## src/rtl/dm_pkg.sv

```systemverilog
// Shared data-memory definitions: Funct3 encodings plus byte-enable, store-replicate,
// alignment and load-extend helpers, reusable by the forwarding unit.
package dm_pkg;

    typedef enum logic [2:0] {
        F3_B  = 3'b000,
        F3_H  = 3'b001,
        F3_W  = 3'b010,
        F3_BU = 3'b100,
        F3_HU = 3'b101
    } f3_e;

    function automatic logic [3:0] byte_en(input logic [2:0] f3, input logic [1:0] off);
        logic [3:0] be;
        case (f3)
            F3_B:    be = 4'b0001 << off;
            F3_H:    be = 4'b0011 << off;
            F3_W:    be = 4'b1111;
            default: be = 4'b0000;
        endcase
        return be;
    endfunction

    function automatic logic [31:0] store_data(input logic [2:0] f3, input logic [31:0] wd);
        logic [31:0] sd;
        case (f3)
            F3_B:    sd = {4{wd[7:0]}};
            F3_H:    sd = {2{wd[15:0]}};
            default: sd = wd;
        endcase
        return sd;
    endfunction

    // LHU is only a load encoding, so it never flags a store.
    function automatic logic misaligned(input logic [2:0] f3, input logic [1:0] off,
                                        input logic is_store);
        logic m;
        case (f3)
            F3_H:    m = off[0];
            F3_HU:   m = ~is_store & off[0];
            F3_W:    m = (off != 2'b00);
            default: m = 1'b0;
        endcase
        return m;
    endfunction

    function automatic logic [1:0] align_off(input logic [2:0] f3, input logic [1:0] off);
        logic [1:0] o;
        case (f3)
            F3_H, F3_HU: o = {off[1], 1'b0};
            F3_W:        o = 2'b00;
            default:     o = off;
        endcase
        return o;
    endfunction

    function automatic logic [31:0] load_ext(input logic [2:0] f3, input logic [1:0] off,
                                             input logic [31:0] word);
        logic [31:0] sh;
        logic [31:0] res;
        sh = word >> {off, 3'b000};
        case (f3)
            F3_B:    res = {{24{sh[7]}}, sh[7:0]};
            F3_BU:   res = {24'h000000, sh[7:0]};
            F3_H:    res = {{16{sh[15]}}, sh[15:0]};
            F3_HU:   res = {16'h0000, sh[15:0]};
            default: res = word;
        endcase
        return res;
    endfunction

endpackage

```

## src/rtl/dm_byte_ram.sv

```systemverilog
// Four-lane byte-enabled synchronous RAM, read-first, registered read data.
module dm_byte_ram #(
    parameter int DEPTH = 128,
    parameter int AW    = $clog2(DEPTH)
) (
    input  logic          clk,
    input  logic [3:0]    we,
    input  logic          re,
    input  logic [AW-1:0] addr,
    input  logic [31:0]   wdata,
    output logic [31:0]   rdata
);

    logic [3:0][7:0] mem [DEPTH];

    // Lane writes and read-first registered read; read data holds when re is low.
    always_ff @(posedge clk) begin
        for (int i = 0; i < 4; i++) begin
            if (we[i]) begin
                mem[addr][i] <= wdata[8*i +: 8];
            end
        end
        if (re) begin
            rdata <= mem[addr];
        end
    end

endmodule

```

## src/rtl/data_mem_ctrl.sv

```systemverilog
// Byte-addressable MEM-stage data memory with extended one-cycle loads.
// Optional misalignment trapping is enabled by defining DM_MISALIGN_TRAP_EN.
module data_mem_ctrl
    import dm_pkg::*;
#(
    parameter int DM_ADDRESS = 9,
    parameter int DATA_W     = 32
) (
    input  logic                  clk,
    input  logic                  reset,
    input  logic                  MemRead,
    input  logic                  MemWrite,
    input  logic [DM_ADDRESS-1:0] a,
    input  logic [DATA_W-1:0]     wd,
    input  logic [2:0]            Funct3,
    output logic [DATA_W-1:0]     rd,
    output logic                  rd_valid,
    output logic                  misalign
);

    localparam int DEPTH = 2 ** (DM_ADDRESS - 2);
`ifdef DM_MISALIGN_TRAP_EN
    localparam logic TRAP_EN = 1'b1;
`else
    localparam logic TRAP_EN = 1'b0;
`endif

    if (DATA_W != 32) begin : g_width_check
        $error("data_mem_ctrl supports DATA_W == 32 only");
    end

    logic [1:0]  off;
    logic        mis;
    logic [1:0]  eff_off;
    logic        blocked;
    logic        wr_go;
    logic        rd_go;
    logic [3:0]  be;
    logic [31:0] ram_q;

    logic        valid_r;
    logic        have_r;
    logic        mis_r;
    logic [2:0]  f3_r;
    logic [1:0]  off_r;

    assign off = a[1:0];

    // Request decode; a simultaneous write wins, so its store rules define misalignment.
    always_comb begin
        mis = 1'b0;
        if (MemWrite) begin
            mis = misaligned(Funct3, off, 1'b1);
        end else if (MemRead) begin
            mis = misaligned(Funct3, off, 1'b0);
        end else begin
            mis = 1'b0;
        end
        eff_off = TRAP_EN ? off : align_off(Funct3, off);
        blocked = TRAP_EN & mis;
        wr_go   = MemWrite & ~reset & ~blocked;
        rd_go   = MemRead & ~MemWrite & ~reset & ~blocked;
        be      = wr_go ? byte_en(Funct3, eff_off) : 4'b0000;
    end

    dm_byte_ram #(.DEPTH(DEPTH)) u_ram (
        .clk   (clk),
        .we    (be),
        .re    (rd_go),
        .addr  (a[DM_ADDRESS-1:2]),
        .wdata (store_data(Funct3, wd)),
        .rdata (ram_q)
    );

    // Request pipeline: lane select and extension follow the RAM's registered word.
    always_ff @(posedge clk) begin
        if (reset) begin
            valid_r <= 1'b0;
            have_r  <= 1'b0;
            mis_r   <= 1'b0;
            f3_r    <= 3'b000;
            off_r   <= 2'b00;
        end else begin
            valid_r <= rd_go;
            mis_r   <= TRAP_EN & mis;
            if (rd_go) begin
                have_r <= 1'b1;
                f3_r   <= Funct3;
                off_r  <= eff_off;
            end
        end
    end

    // f3_r/off_r and the RAM word only change on accepted loads, so rd holds otherwise.
    assign rd       = have_r ? load_ext(f3_r, off_r, ram_q) : {DATA_W{1'b0}};
    assign rd_valid = valid_r;
    assign misalign = mis_r;

endmodule

```

## config.mk

```make
export PLATFORM = sky130hd
export DESIGN_NAME = data_mem_ctrl
export DESIGN_NICKNAME = d
export VERILOG_FILES = /design/src/rtl/dm_pkg.sv /design/src/rtl/dm_byte_ram.sv /design/src/rtl/data_mem_ctrl.sv
export SDC_FILE = /design/constraint.sdc
export NUM_CORES = 2
export LEC_CHECK = 0
export ABC_CLOCK_PERIOD_IN_PS = 7300
export BUFFER_PORTS_ARGS = -buffer_cell sky130_fd_sc_hd__buf_2
export CAP_MARGIN = 10
export CORE_ASPECT_RATIO = 1.4
export CORE_MARGIN = 5
export CORE_UTILIZATION = 50
export CTS_CLUSTER_DIAMETER = 100
export DETAILED_ROUTE_END_ITERATION = 7
export GPL_ROUTABILITY_DRIVEN = 0
export PLACE_DENSITY = 0.69
export RECOVER_POWER = 25
export SKIP_CTS_REPAIR_TIMING = 1
export SLEW_MARGIN = 10
export SYNTH_ARGS = -nofsm -noshare
export SYNTH_HDL_FRONTEND = slang
export SYNTH_HIERARCHICAL = 1
export SYNTH_SLANG_ARGS = --single-unit
```

## constraint.sdc

```tcl
create_clock -name clk -period 7.3 [get_ports clk]
set_clock_uncertainty 0.1 [all_clocks]
set_input_delay 1.095 -clock clk [delete_from_list [all_inputs] [get_ports clk]]
set_output_delay 1.095 -clock clk [all_outputs]
set_load 0.03 [all_outputs]
```

Yosys cells after proc, flatten, opt, wreduce, memory -nomap -nowiden
Memory sizes are Yosys's and may differ from the RTL's. A register that Yosys moved wholly into a read port is not among the register bits.
Cells that the tools add are included.
Cells by class
  shifts and indexed selects: 3
  equal/unequal tests: 6
  multiplexer cells: 14
  reductions and logical operators: 3
  bitwise logic cells: 5
Operator list (number)
  $pmux W32 S4: 1
  $pmux W32 S2: 1
  $mux W32: 1
  $shr A32 B5 Y16: 1
  $pmux W4 S3: 1
  $eq A3 B3 Y1 const B: 3
  $mux W1: 8
  $eq A3 B1 Y1 const B: 2
  $logic_not A3 Y1: 2
  $mux W4: 1
  $pmux W2 S2: 1
  $shl A1 B2 Y4 const A: 1
  $shl A2 B2 Y4 const A: 1
  $and A1 B1 Y1: 3
  $eq A3 B2 Y1 const B: 1
  $not A1 Y1: 2
  $reduce_or A2 Y1: 1
Storage, ports and cells
  memories kept: 1
  output and inout bits: 34
  register bits: 7
  memory bits (writable): 4096
  bits of input ports: 48
Memories
  u_ram.mem: words 128, bits a word 32, rd ports 1, clocked after Yosys merged registers in 1, write ports 1, line dm_byte_ram.sv:14  | logic [3:0][7:0] mem [DEPTH];

Depth between registers and ports, before layout
  word-level depth: 8
  mapped depth: 12

Cells and area by module
The synthesis kept the hierarchy.
By module, submodules not included
  dm_byte_ram: area each 160217.4 um^2, sequential area each 123958.9 um^2, cells each 9595, instances 1
  data_mem_ctrl: area each 1402.6 um^2, sequential area each 140.1 um^2, cells each 201, instances 1

Worst setup path before layout
No wires, ideal clock.
  path kind: input port to flip-flop
  from: input Funct3[1]
  to: memory u_ram/mem[0][26] (netlist bit) (data pin)
  stages: 5
  setup time: 0.892 ns
  setup slack: 1.024 ns
  buffers on the path: 2
  arrival: 5.284 ns
  cell sequence: buf_2 -> nor2_2 -> clkbuf_1 -> nor2_1 -> a21oi_1
Between the ends
  cells in the longest elaborated chain, start to end: 2
Ends and longest elaborated chain
  start: declaration: line data_mem_ctrl.sv:15  | input logic [2:0] Funct3,
  $eq A3 B1 Y1 or $logic_not A3 Y1 (tied branches): line dm_pkg.sv:26  | case (f3)
  $pmux W32 S2 *: line dm_pkg.sv:26
  end: declaration: line dm_byte_ram.sv:14
Mark *: on every way between the ends. The rest lies on a longest branch, timed or not.

Final worst setup path
  from: input Funct3[2]
  to: memory u_ram/mem[34][30] (netlist bit) (data pin)
The elaborated chain is that of the path after synthesis.

==> flow_summary.yaml <==
hold_path:
  min_path_cells: 2
  hold_path.class: "register to register"
  min_from: "f3_r[2]"
  whs_endpoint: "f3_r[2]"
setup_path:
  critPathLaunchType: "input pin"
  cpLargestDelayFamily: "buffers and inverters"
  reg2reg_slack_ns: 4.33
  worstSetupPathType: "input pin to register"
  worst_path_most_repeated_cell: "nor2_1"
  crit_fanout: 128
  slowest_stage: "clkbuf_2"
  crit_path_cell_trace: "clkbuf_1, nor2_1, nor2_1, a21oi_4, clkbuf_2"
  reg2reg_to: "u_ram/rdata[0]"
  r2r_start: "u_ram/mem[17][0]"
  path_buf_inv: 2
  r2r_cells: 5
  end_kind: "register"
  crit_arrival_ns: 5.96
  crit_required_ns: 7.43
  slowest_delay_ns: 2.11
sta:
  relSlewSlack_pct: -148.1
  max_freq_ghz: 0.1713
  hold_viol: 0
  period_needed_ns: 5.838
  rsz0062_at_grt: "false"
  setup_tns_ns: 0
  drv_slew: 1914
  period_share_pct: 79.98
  finalSetupViolations: 0
  tightest_slew_ns: 3.721
placement:
  hpwl_um: 323200
  dpl.cell_count: 13570
  port-buffer-count: 80
  place_area_um2: 167100
die:
  coreArea_um2: 322600
  initial_core_util_pct: 50.09
  ios: 82
  die_h_um: 682.7
  num_rows: 247
  die_w_um: 490.5
  dieArea_um2: 334900
finish:
  area_growth_pct: 10.17
  drive_gt1_share_pct: 13.21
  ff_latch_area_um2: 124100
  finalInstanceArea_um2: 178100
  nNetsFinal: 9738
  multiInputGateArea_um2: 34390
  fillers: 24500
  finalNonFillerCells: 14210
clocking:
  cts_buffers: 351
  clkSinkCount: 4135
  h-tree-depth: 5
  cts_tree: "built"
  path_clk_slew_ns: 0.07
  cts_buffer_depth: 4
  insertion_delay_ns: 0.93
  root_buffer: "clkbuf_16"
synthesis:
  syn_avg_cell_area_um2: 16.50
  ys_top_cells_by_area: "edfxtp_1 (77%), a22oi_1 (3.1%), mux2_2 (2.5%), a221oi_1 (1.9%), a21oi_1 (1.8%)"
  ys.flop_type: "edfxtp_1"
  synth_edf_count: 4128
  async_flop_share_pct: 0
  synth_nets: 9844
  synthesis.area_um2: 161600
  yosys.area.top_type: "edfxtp_1"
  seq_area_frac_synth_pct: 76.78
  syn_inst: 9796
  synth_cell_types: 73
  yosys_register_bits: 4135
  synth_warnings: 6
  synth_top_area_share_pct: 76.70
power_and_ir_drop:
  total_leakage_power_nw: 54.77
  pwr-share-seq_pct: 54.8
  power_density_nw_per_um2: 270.1
  pwr-share-clk_pct: 38.5
  combPwrFrac_pct: 6.7
  switching_share_pct: 22.66
  p_switching_w: 0.01090
  intPower_w: 0.03720
  vdd_drop_max_mv: 0.2197
flow_run:
  drv_cap: 37
global_route:
  grt_pass1_wl_um: 749000
  grt_pass1_vias: 98460
  grt_overflow: 0
  grt_max_degree: 132
  antenna_found_initial: 41
  grt_usage_pct: 31.21
detailed_routing:
  wire_per_inst_um: 37.82
  vias: 101300
  first_pass_iters: 8
  wl_um: 537500
  first_iter_violations: 15780
  vias_per_cell: 7.127
  ant_nets: 0
  drc: 3
run_status:
  outcome: "finished, violations left"
  violations: "design-rule violations, max-capacitance violations, max-slew violations"
sequential cells by signal (all words and copies together) (netlist names):
name and cells:
u_ram/rdata 32, u_ram/mem 4096, have_r 1, rd_valid 1
off_r 2, f3_r 3
worst reg2reg max path, cell delays in order, from the launching register on:
cell	delay (ns)
edfxtp_1	0.37
a221oi_1	0.54
o22ai_1	0.21
a2111oi_0	0.74
o2111ai_1	0.22
or4_1	0.55
worst max-delay path by stage:
stage	startpoint	to	cells past startpoint
final	Funct3[2]	u_ram/mem[34][30]	5
after global routing	wd[2]	u_ram/mem[97][18]	4
after CTS	a[5]	u_ram/rdata[18]	8
after detailed placement	a[5]	u_ram/rdata[18]	8
after global placement	a[5]	u_ram/rdata[23]	8
after floorplan	Funct3[1]	u_ram/mem[0][26]	5
per-layer routing:
metal	track usage, %	share of wire [%]	wire length [um]
met5	0	0.043	229
met4	24.30	9.6	51800
met3	8.580	14	72670
met2	48.72	46	245400
met1	36.90	31	167400
cell families after synthesis:
group / Yosys count / share of synthesized area, %
AO/OA/AOI/OAI: 2934 / 12.91
XOR/XNOR: 1 / 0.005420
buffers and inverters: 835 / 2.125
flip-flops: 4135 / 76.78
multiplexers: 608 / 4.691
other: 1 / 0.002320
AND/OR/NAND/NOR: 1282 / 3.478
power groups by stage:
stage          combinational, W  sequential [W]  clock, W
2_1_floorplan           0.00157          0.0268         0
3_3_place_gp            0.00306          0.0268         0
3_5_place_dp            0.00312          0.0268         0
4_1_cts                 0.00313          0.0263    0.0186
5_1_grt                 0.00326          0.0263    0.0196
6_report                0.00323          0.0263    0.0185
cell usage after synthesis (37+ instances only):
master    count
buf_1       149
a221o_1     112
nor2_1      670
nand2_1     326
a22o_1       38
nor2b_1      42
mux2_2      356
a211oi_1     76
o32ai_1      50
edfxtp_1   4128
a21o_1       60
a21oi_1     584
nor3_1       42
o22a_1       37
buf_2       198
o22ai_1     167
clkbuf_1    464
mux2i_1     168
a221oi_1    353
mux4_2       84
o221ai_1     70
o21ai_0     378
a222oi_1    109
a22oi_1     671
per-stage QoR:
step | total power (W) | hold slack, ns | worst slack [ns] | util, %
floorplan | 0.02841 | 0.3581 | 1.024 | -
global placement | 0.02989 | 0.3877 | 1.432 | 51.80
detailed placement | 0.02995 | 0.3941 | 1.760 | 51.81
CTS | 0.04801 | 0.4082 | 2.706 | 55.24
global route | 0.04916 | 0.4382 | 1.366 | 55.17
finish | 0.04810 | 0.4161 | 1.462 | 55.19
cells in the final DEF (no fill, tap or decap), drive strengths merged, types with 109 or more instances in the layout:
cell type and n:
clkbuf 459, clkinv 134, a21oi 584, mux2 356, buf 333, mux2i 168
nand2 326, a221oi 353, nor2 671, a22oi 671, o21ai 378, o22ai 167
edfxtp 4128, a222oi 109, a221o 112
layout make-up:
cell class              count  area share, %
multi-input cells        4826          19.32
well taps                4233          2.974
clock buffers             429          5.253
diodes                     24        0.03373
repair buffers            364          1.729
clock inverters           190         0.9641
inverters                  12        0.03654
flip-flops and latches   4135          69.69
Note: power is estimated with default switching activity, not from simulation.
